==> src/rtl/serial_pattern_tx_if.sv <==
// Load handshake and serial-side signals of serial_pattern_tx.
// With PATTERN_LOOP_EN defined the loop request input is added.
interface serial_pattern_tx_if #(
  parameter int WIDTH = 8,
  parameter int LENW  = 4
);
  logic             load_valid;
  logic             load_ready;
  logic [WIDTH-1:0] load_data;
  logic [LENW-1:0]  load_len;
  logic             tx_en;
  logic             x_out;
  logic             x_valid;
  logic             busy;
  logic             done;
`ifdef PATTERN_LOOP_EN
  logic             loop;
`endif

  modport master (
`ifdef PATTERN_LOOP_EN
    output loop,
`endif
    output load_valid, load_data, load_len, tx_en,
    input  load_ready, x_out, x_valid, busy, done
  );

  modport slave (
`ifdef PATTERN_LOOP_EN
    input  loop,
`endif
    input  load_valid, load_data, load_len, tx_en,
    output load_ready, x_out, x_valid, busy, done
  );
endinterface

==> src/rtl/serial_pattern_tx.sv <==
// Serial pattern transmitter: shifts a left-aligned pattern out MSB first with an
// idle gap between frames. PATTERN_LOOP_EN adds automatic frame repetition.
module serial_pattern_tx #(
  parameter int WIDTH = 8,
  parameter int LENW  = 4,
  parameter int GAP   = 0
) (
  input logic            clk,
  input logic            rst_n,
  serial_pattern_tx_if.slave bus
);
  typedef enum logic [1:0] {S_IDLE, S_SHIFT, S_GAP} state_t;

  localparam int              GW       = (GAP > 1) ? $clog2(GAP) : 1;
  localparam logic [GW-1:0]   GAP_LAST = GW'((GAP > 0) ? GAP - 1 : 0);
  localparam logic [LENW-1:0] WIDTH_L  = LENW'(WIDTH);

  state_t           state, state_d;
  logic [WIDTH-1:0] shreg, shreg_d;
  logic [LENW-1:0]  remaining, rem_d;
  logic [GW-1:0]    gap_cnt, gap_d;
  logic             done_q, done_d;
  logic [LENW-1:0]  len_eff;
  logic [WIDTH-1:0] aligned;
`ifdef PATTERN_LOOP_EN
  logic [WIDTH-1:0] save_shreg, save_shreg_d;
  logic [LENW-1:0]  save_len, save_len_d;
  logic             loop_q, loop_d;
`endif

  always_comb begin
    len_eff = (bus.load_len > WIDTH_L) ? WIDTH_L : bus.load_len;
    aligned = bus.load_data << (WIDTH_L - len_eff);
  end

  always_ff @(posedge clk or negedge rst_n) begin
    if (!rst_n) begin
      state     <= S_IDLE;
      shreg     <= '0;
      remaining <= '0;
      gap_cnt   <= '0;
      done_q    <= 1'b0;
`ifdef PATTERN_LOOP_EN
      save_shreg <= '0;
      save_len   <= '0;
      loop_q     <= 1'b0;
`endif
    end else begin
      state     <= state_d;
      shreg     <= shreg_d;
      remaining <= rem_d;
      gap_cnt   <= gap_d;
      done_q    <= done_d;
`ifdef PATTERN_LOOP_EN
      save_shreg <= save_shreg_d;
      save_len   <= save_len_d;
      loop_q     <= loop_d;
`endif
    end
  end

  always_comb begin
    state_d        = state;
    shreg_d        = shreg;
    rem_d          = remaining;
    gap_d          = gap_cnt;
    done_d         = 1'b0;
`ifdef PATTERN_LOOP_EN
    save_shreg_d   = save_shreg;
    save_len_d     = save_len;
    loop_d         = loop_q;
`endif
    bus.load_ready = (state == S_IDLE);
    bus.busy       = (state != S_IDLE);
    bus.x_out      = 1'b0;
    bus.x_valid    = 1'b0;
    bus.done       = done_q;

    case (state)
      S_IDLE: begin
        if (bus.load_valid) begin
          shreg_d = aligned;
          rem_d   = len_eff;
`ifdef PATTERN_LOOP_EN
          save_shreg_d = aligned;
          save_len_d   = len_eff;
`endif
          // A zero-length frame completes at once and never enters the gap.
          if (len_eff == '0) done_d = 1'b1;
          else               state_d = S_SHIFT;
        end
      end
      S_SHIFT: begin
        bus.x_out   = shreg[WIDTH-1];
        bus.x_valid = bus.tx_en;
        if (bus.tx_en) begin
          shreg_d = shreg << 1;
          rem_d   = remaining - LENW'(1);
          if (remaining == LENW'(1)) begin
            done_d = 1'b1;
`ifdef PATTERN_LOOP_EN
            loop_d = bus.loop;
`endif
            if (GAP > 0) begin
              state_d = S_GAP;
              gap_d   = GAP_LAST;
            end else begin
              state_d = S_IDLE;
`ifdef PATTERN_LOOP_EN
              // Without a gap the repeat starts on the very next cycle.
              if (bus.loop) begin
                state_d = S_SHIFT;
                shreg_d = save_shreg;
                rem_d   = save_len;
              end
`endif
            end
          end
        end
      end
      S_GAP: begin
        if (gap_cnt == '0) begin
          state_d = S_IDLE;
`ifdef PATTERN_LOOP_EN
          if (loop_q) begin
            state_d = S_SHIFT;
            shreg_d = save_shreg;
            rem_d   = save_len;
          end
`endif
        end else begin
          gap_d = gap_cnt - GW'(1);
        end
      end
      default: state_d = S_IDLE;
    endcase
  end
endmodule
==> src/flat_wrapper.sv <==
// flat-port wrapper written by rule: the top's interface ports become plain ports
module serial_pattern_tx_flat 
#(
  parameter int WIDTH = 8,
  parameter int LENW  = 4,
  parameter int GAP   = 0
)
  (clk, rst_n, bus_load_valid, bus_load_data, bus_load_len, bus_tx_en, bus_load_ready, bus_x_out, bus_x_valid, bus_busy, bus_done);
  serial_pattern_tx_if #(.WIDTH(WIDTH), .LENW(LENW)) bus_i ();
  input logic clk;
  input logic rst_n;
  input wire logic [$bits(bus_i.load_valid)-1:0] bus_load_valid;
  input wire logic [$bits(bus_i.load_data)-1:0] bus_load_data;
  input wire logic [$bits(bus_i.load_len)-1:0] bus_load_len;
  input wire logic [$bits(bus_i.tx_en)-1:0] bus_tx_en;
  output wire logic [$bits(bus_i.load_ready)-1:0] bus_load_ready;
  output wire logic [$bits(bus_i.x_out)-1:0] bus_x_out;
  output wire logic [$bits(bus_i.x_valid)-1:0] bus_x_valid;
  output wire logic [$bits(bus_i.busy)-1:0] bus_busy;
  output wire logic [$bits(bus_i.done)-1:0] bus_done;
  assign bus_i.load_valid = bus_load_valid;
  assign bus_i.load_data = bus_load_data;
  assign bus_i.load_len = bus_load_len;
  assign bus_i.tx_en = bus_tx_en;
  assign bus_load_ready = bus_i.load_ready;
  assign bus_x_out = bus_i.x_out;
  assign bus_x_valid = bus_i.x_valid;
  assign bus_busy = bus_i.busy;
  assign bus_done = bus_i.done;
  serial_pattern_tx #(.WIDTH(WIDTH), .LENW(LENW), .GAP(GAP)) u_core (.clk(clk), .rst_n(rst_n), .bus(bus_i));
endmodule
==> config.mk <==
export PLATFORM = sky130hd
export DESIGN_NAME = serial_pattern_tx_flat
export DESIGN_NICKNAME = d
export VERILOG_FILES = /design/src/rtl/serial_pattern_tx_if.sv /design/src/rtl/serial_pattern_tx.sv /design/src/flat_wrapper.sv
export SDC_FILE = /design/constraint.sdc
export NUM_CORES = 1
export LEC_CHECK = 0
export ABC_AREA = 1
export BUFFER_PORTS_ARGS = -buffer_cell sky130_fd_sc_hd__buf_2
export CORE_AREA = 5 5 51 53
export CTS_BUF_LIST = sky130_fd_sc_hd__clkbuf_8 sky130_fd_sc_hd__clkbuf_16
export DETAILED_ROUTE_END_ITERATION = 7
export DIE_AREA = 0 0 56 58
export GPL_TIMING_DRIVEN = 0
export PLACE_DENSITY = 0.83
export RECOVER_POWER = 25
export SLEW_MARGIN = 10
export SYNTH_ARGS = -nofsm -noshare
export SYNTH_HDL_FRONTEND = slang
export SYNTH_SLANG_ARGS = --single-unit
==> constraint.sdc <==
create_clock -name clk -period 1.4 [get_ports clk]
set_input_delay 0.07 -clock clk [delete_from_list [all_inputs] [get_ports clk]]
set_output_delay 0.07 -clock clk [all_outputs]
set_load 0.02 [all_outputs]
==> metrics.txt <==
# TYPE chip_impl_metric gauge
chip_impl_metric{name="seq_area_frac_synth",unit="%"} 32.22
chip_impl_metric{name="post-cts-setup-buffer-count",unit=""} 0
chip_impl_info{name="hold_path_startpoint",value="bus_load_valid"} 1
chip_impl_metric{name="drt_pass1_iterations",unit=""} 4
chip_impl_metric{name="post_synth_inst_count",unit=""} 161
chip_impl_info{name="critical_path.reg2reg.startpoint",value="u_core.state[0]"} 1
chip_impl_metric{name="power.internal",unit="mW"} 1.291
chip_impl_info{name="synth.top_cells.by_area",value="dfrtp_1 (32%), nand2_1 (15%), nand3_1 (10%)"} 1
chip_impl_metric{name="wl_per_cell",unit="um"} 12.16
chip_impl_metric{name="setup_violations",unit=""} 0
chip_impl_metric{name="synth_fp_nets",unit=""} 180
chip_impl_metric{name="power_density",unit="nW/um2"} 1762
chip_impl_info{name="grt_setup_unrepaired",value="false"} 1
chip_impl_metric{name="floorplan.initialDensity",unit="%"} 51.63
chip_impl_metric{name="drc_errors",unit=""} 0
chip_impl_metric{name="rows",unit=""} 17
chip_impl_info{name="run_status",value="finished, final reports clean"} 1
chip_impl_metric{name="ff2ff_path_depth",unit=""} 5
chip_impl_metric{name="final_design_area_no_fill",unit="um2"} 1306
chip_impl_metric{name="placement.cell_area",unit="um2"} 1222
chip_impl_info{name="synth-main-ff-cell",value="dfrtp_1"} 1
chip_impl_metric{name="syn-cell-area",unit="um2"} 1087
chip_impl_metric{name="total_leakage_power",unit="nW"} 0.6738
chip_impl_metric{name="clockPowerShare",unit="%"} 17.1
chip_impl_info{name="ctsRootBufferMaster",value="clkbuf_8"} 1
chip_impl_metric{name="count_of_buffers_inserted_at_the_top_level_ports",unit=""} 19
chip_impl_metric{name="worstMarginPinSlew",unit="ps"} 754.2
chip_impl_metric{name="grt_remaining_overflow",unit=""} 0
chip_impl_metric{name="floorplan.core_area",unit="um2"} 2106
chip_impl_info{name="worstHoldEndpoint",value="u_core.state[0]"} 1
chip_impl_metric{name="post_synth.cell_area_avg",unit="um2"} 6.753
chip_impl_metric{name="first_global_vias",unit=""} 1093
chip_impl_metric{name="pre_cts_ws",unit="ps"} -210.9
chip_impl_metric{name="rrSetupSlack",unit="ps"} 150
chip_impl_metric{name="first_iter_violations",unit=""} 38
chip_impl_metric{name="max_capacitance_violation_total",unit=""} 0
chip_impl_info{name="hp-class",value="in -> reg"} 1
chip_impl_metric{name="power.share.combinational",unit="%"} 52.0
chip_impl_metric{name="floorplan.die.height",unit="um"} 58
chip_impl_metric{name="maximum_clock_path_buffer_count",unit=""} 2
chip_impl_metric{name="cts_sinks",unit=""} 14
chip_impl_info{name="timing.critical_path.from_type",value="register"} 1
chip_impl_metric{name="worst_vdd_rail_ir_drop",unit="mV"} 0.6523
chip_impl_metric{name="number_of_enable_type_register_cells_in_the_synthesized_netlist",unit=""} 0
chip_impl_metric{name="num_io_pins",unit=""} 21
chip_impl_metric{name="finalHoldViolCount",unit=""} 0
chip_impl_metric{name="antenna_found_initial",unit=""} 0
chip_impl_metric{name="timing.slew.headroom",unit="%"} 49.72
chip_impl_metric{name="globalRouteTotalUtil",unit="%"} 17.53
chip_impl_info{name="ys_top_cells_by_count",value="nand2_1 (44), nand3_1 (22), inv_1 (16)"} 1
chip_impl_info{name="worstReg2RegEnd",value="u_core.shreg[6]"} 1
chip_impl_info{name="timing.critical_path.to_type",value="register"} 1
chip_impl_metric{name="final_critical_path_setup_slack",unit="ps"} 154.0
chip_impl_metric{name="final_period_minus_worst_setup_slack",unit="ps"} 1246
chip_impl_metric{name="drive_gt1_share",unit="%"} 25.41
chip_impl_info{name="worstSetupPathType",value="reg -> reg"} 1
chip_impl_metric{name="synthDistinctLibCells",unit=""} 26
chip_impl_metric{name="grt_pass1_wl",unit="um"} 4685
chip_impl_metric{name="areaGrowthSynthToFinish",unit="%"} 20.14
chip_impl_metric{name="clock_tree.htree_level_count",unit=""} 1
chip_impl_metric{name="final-max-slew-violation-count",unit=""} 0
chip_impl_metric{name="routed-via-count",unit=""} 1118
chip_impl_metric{name="critPathRequiredTime",unit="ps"} 1540
chip_impl_metric{name="fin_hold_ws",unit="ps"} 119.7
chip_impl_metric{name="detail_route.wirelength",unit="um"} 2590
chip_impl_metric{name="share_of_synthesized_registers_carrying_an_async_set_or_reset",unit="%"} 100.0
chip_impl_metric{name="fmax",unit="MHz"} 802.6
chip_impl_metric{name="clock_insertion_delay_at_the_later_pin_of_the_skew_report",unit="ps"} 240
chip_impl_metric{name="ant_nets",unit=""} 0
chip_impl_metric{name="post-synth-top-area-fraction",unit="%"} 32.22
chip_impl_metric{name="layout.nets",unit=""} 205
chip_impl_metric{name="dp_hpwl",unit="um"} 1980
chip_impl_metric{name="antenna-diode-count",unit=""} 0
chip_impl_metric{name="gp_routability_congestion",unit=""} 0.8620
chip_impl_metric{name="p_switching",unit="mW"} 1.011
chip_impl_metric{name="worst-path-max-fanout",unit=""} 6
chip_impl_metric{name="vias_per_cell",unit=""} 5.249
chip_impl_metric{name="grt_max_degree",unit=""} 15
chip_impl_metric{name="cts-buffers-inserted",unit=""} 3
chip_impl_metric{name="synth_seq_cells",unit=""} 14
chip_impl_metric{name="final.setup_skew",unit="ps"} 0.4808
chip_impl_metric{name="min_delay_path_depth",unit=""} 3
chip_impl_metric{name="yosysWarnings",unit=""} 0
chip_impl_info{name="yosys.cell_count.top_type",value="nand2_1"} 1
chip_impl_metric{name="floorplan.die.width",unit="um"} 56
chip_impl_metric{name="layout_worst_path_cycle_share",unit="%"} 89.00
chip_impl_metric{name="design.die.area",unit="um2"} 3248
chip_impl_metric{name="seq_power_share",unit="%"} 30.9
chip_impl_info{name="tritoncts",value="done"} 1
chip_impl_metric{name="p_sw_share",unit="%"} 43.92
chip_impl_metric{name="clkSlewWorstSetupHoldPaths",unit="ps"} 60
chip_impl_metric{name="worst-endpoint-arrival",unit="ps"} 1390
chip_impl_info{name="synth_top_area_cell",value="dfrtp_1"} 1
-- sequential cells by signal, summed over array words and instances (netlist names) --
name,count
u_core.remaining,4
u_core.bus.done,1
u_core.state,1
u_core.shreg,8
-- routing by layer --
metal	share of wire (%)	global-route usage, %	up-vias
li1	-	-	568
met1	42	21.42	512
met2	51	31.89	34
met3	5.8	2.450	4
met4	1.3	5.424	0
met5	0	0	-
-- power groups by stage --
stage	logic [mW]	registers [mW]	clock network, mW
final	1.20	0.712	0.393
after global routing	1.39	0.735	0.409
after CTS	1.18	0.700	0.391
after detailed placement	1.16	0.708	0
after global placement	1.12	0.695	0
after floorplan	0.879	0.701	0
-- placed cells by master, fill, tap and decap left out, drive strengths merged --
cell,count
nor3,1
clkbuf,7
dlygate4sd3,1
nor2,12
a21oi,13
xor2,2
nand3b,1
ha,3
nand3,24
or2,2
inv,20
buf,20
a31oi,1
nand2,51
dfrtp,14
nand4,2
o21ai,11
-- layout make-up --
| cell class | count | area (um2) |
|---|---|---|
| fillers | 186 | 799.5 |
| multi-input cells | 123 | 640.6 |
| flip-flops and latches | 14 | 351.6 |
| repair buffers | 20 | 103.9 |
| inverters | 20 | 80.08 |
| clock buffers | 4 | 55.05 |
| plain buffers | 4 | 40.04 |
| well taps | 28 | 35.03 |
-- worst max-delay path, cell delays in order, from the launching register on --
cell and delay (ps):
dfrtp_2 450, nand2_1 180, nand2_2 130, or2_2 290
nand2_1 60, inv_1 30
-- logic make-up after synthesis --
kind of cell | Yosys count | synth area share, %
xor+xnor | 2 | 1.611
fa+ha+maj | 3 | 3.453
simple gates | 93 | 39.93
buf+inv | 24 | 10.47
flops | 14 | 32.22
compound gates | 25 | 12.31
-- metrics by stage --
step	total power, mW	std cells	TNS (ps)	utilization, %
after global routing	2.530	213	0	62.03
final	2.302	213	0	62.03
after global placement	1.819	208	-863.9	58.05
after detailed placement	1.865	208	-998.5	58.05
after floorplan	1.579	161	0	-
after CTS	2.267	213	0	61.14
-- timing repair --
action / CTS / global route
setup endpoints to repair: 0 / 11
resized for setup: 0 / 7
endpoints found under the hold margin: 14 / 0
hold buffers: 1 / 0
-- how the worst max path moves through the flow --
stage / from / endpoint / slack, ps / cells after the start
floorplan: bus_load_len[0] / u_core.shreg[4] / 2 / 9
global placement: bus_load_len[3] / u_core.shreg[6] / -180 / 12
detailed placement: bus_load_len[3] / u_core.shreg[4] / -210 / 10
CTS: u_core.state[0] / bus_x_out / 1 / 4
global route: u_core.state[0] / u_core.shreg[7] / 30 / 5
finish: u_core.state[0] / u_core.shreg[6] / 150 / 5
No activity file was read; power rests on OpenSTA's default activity.
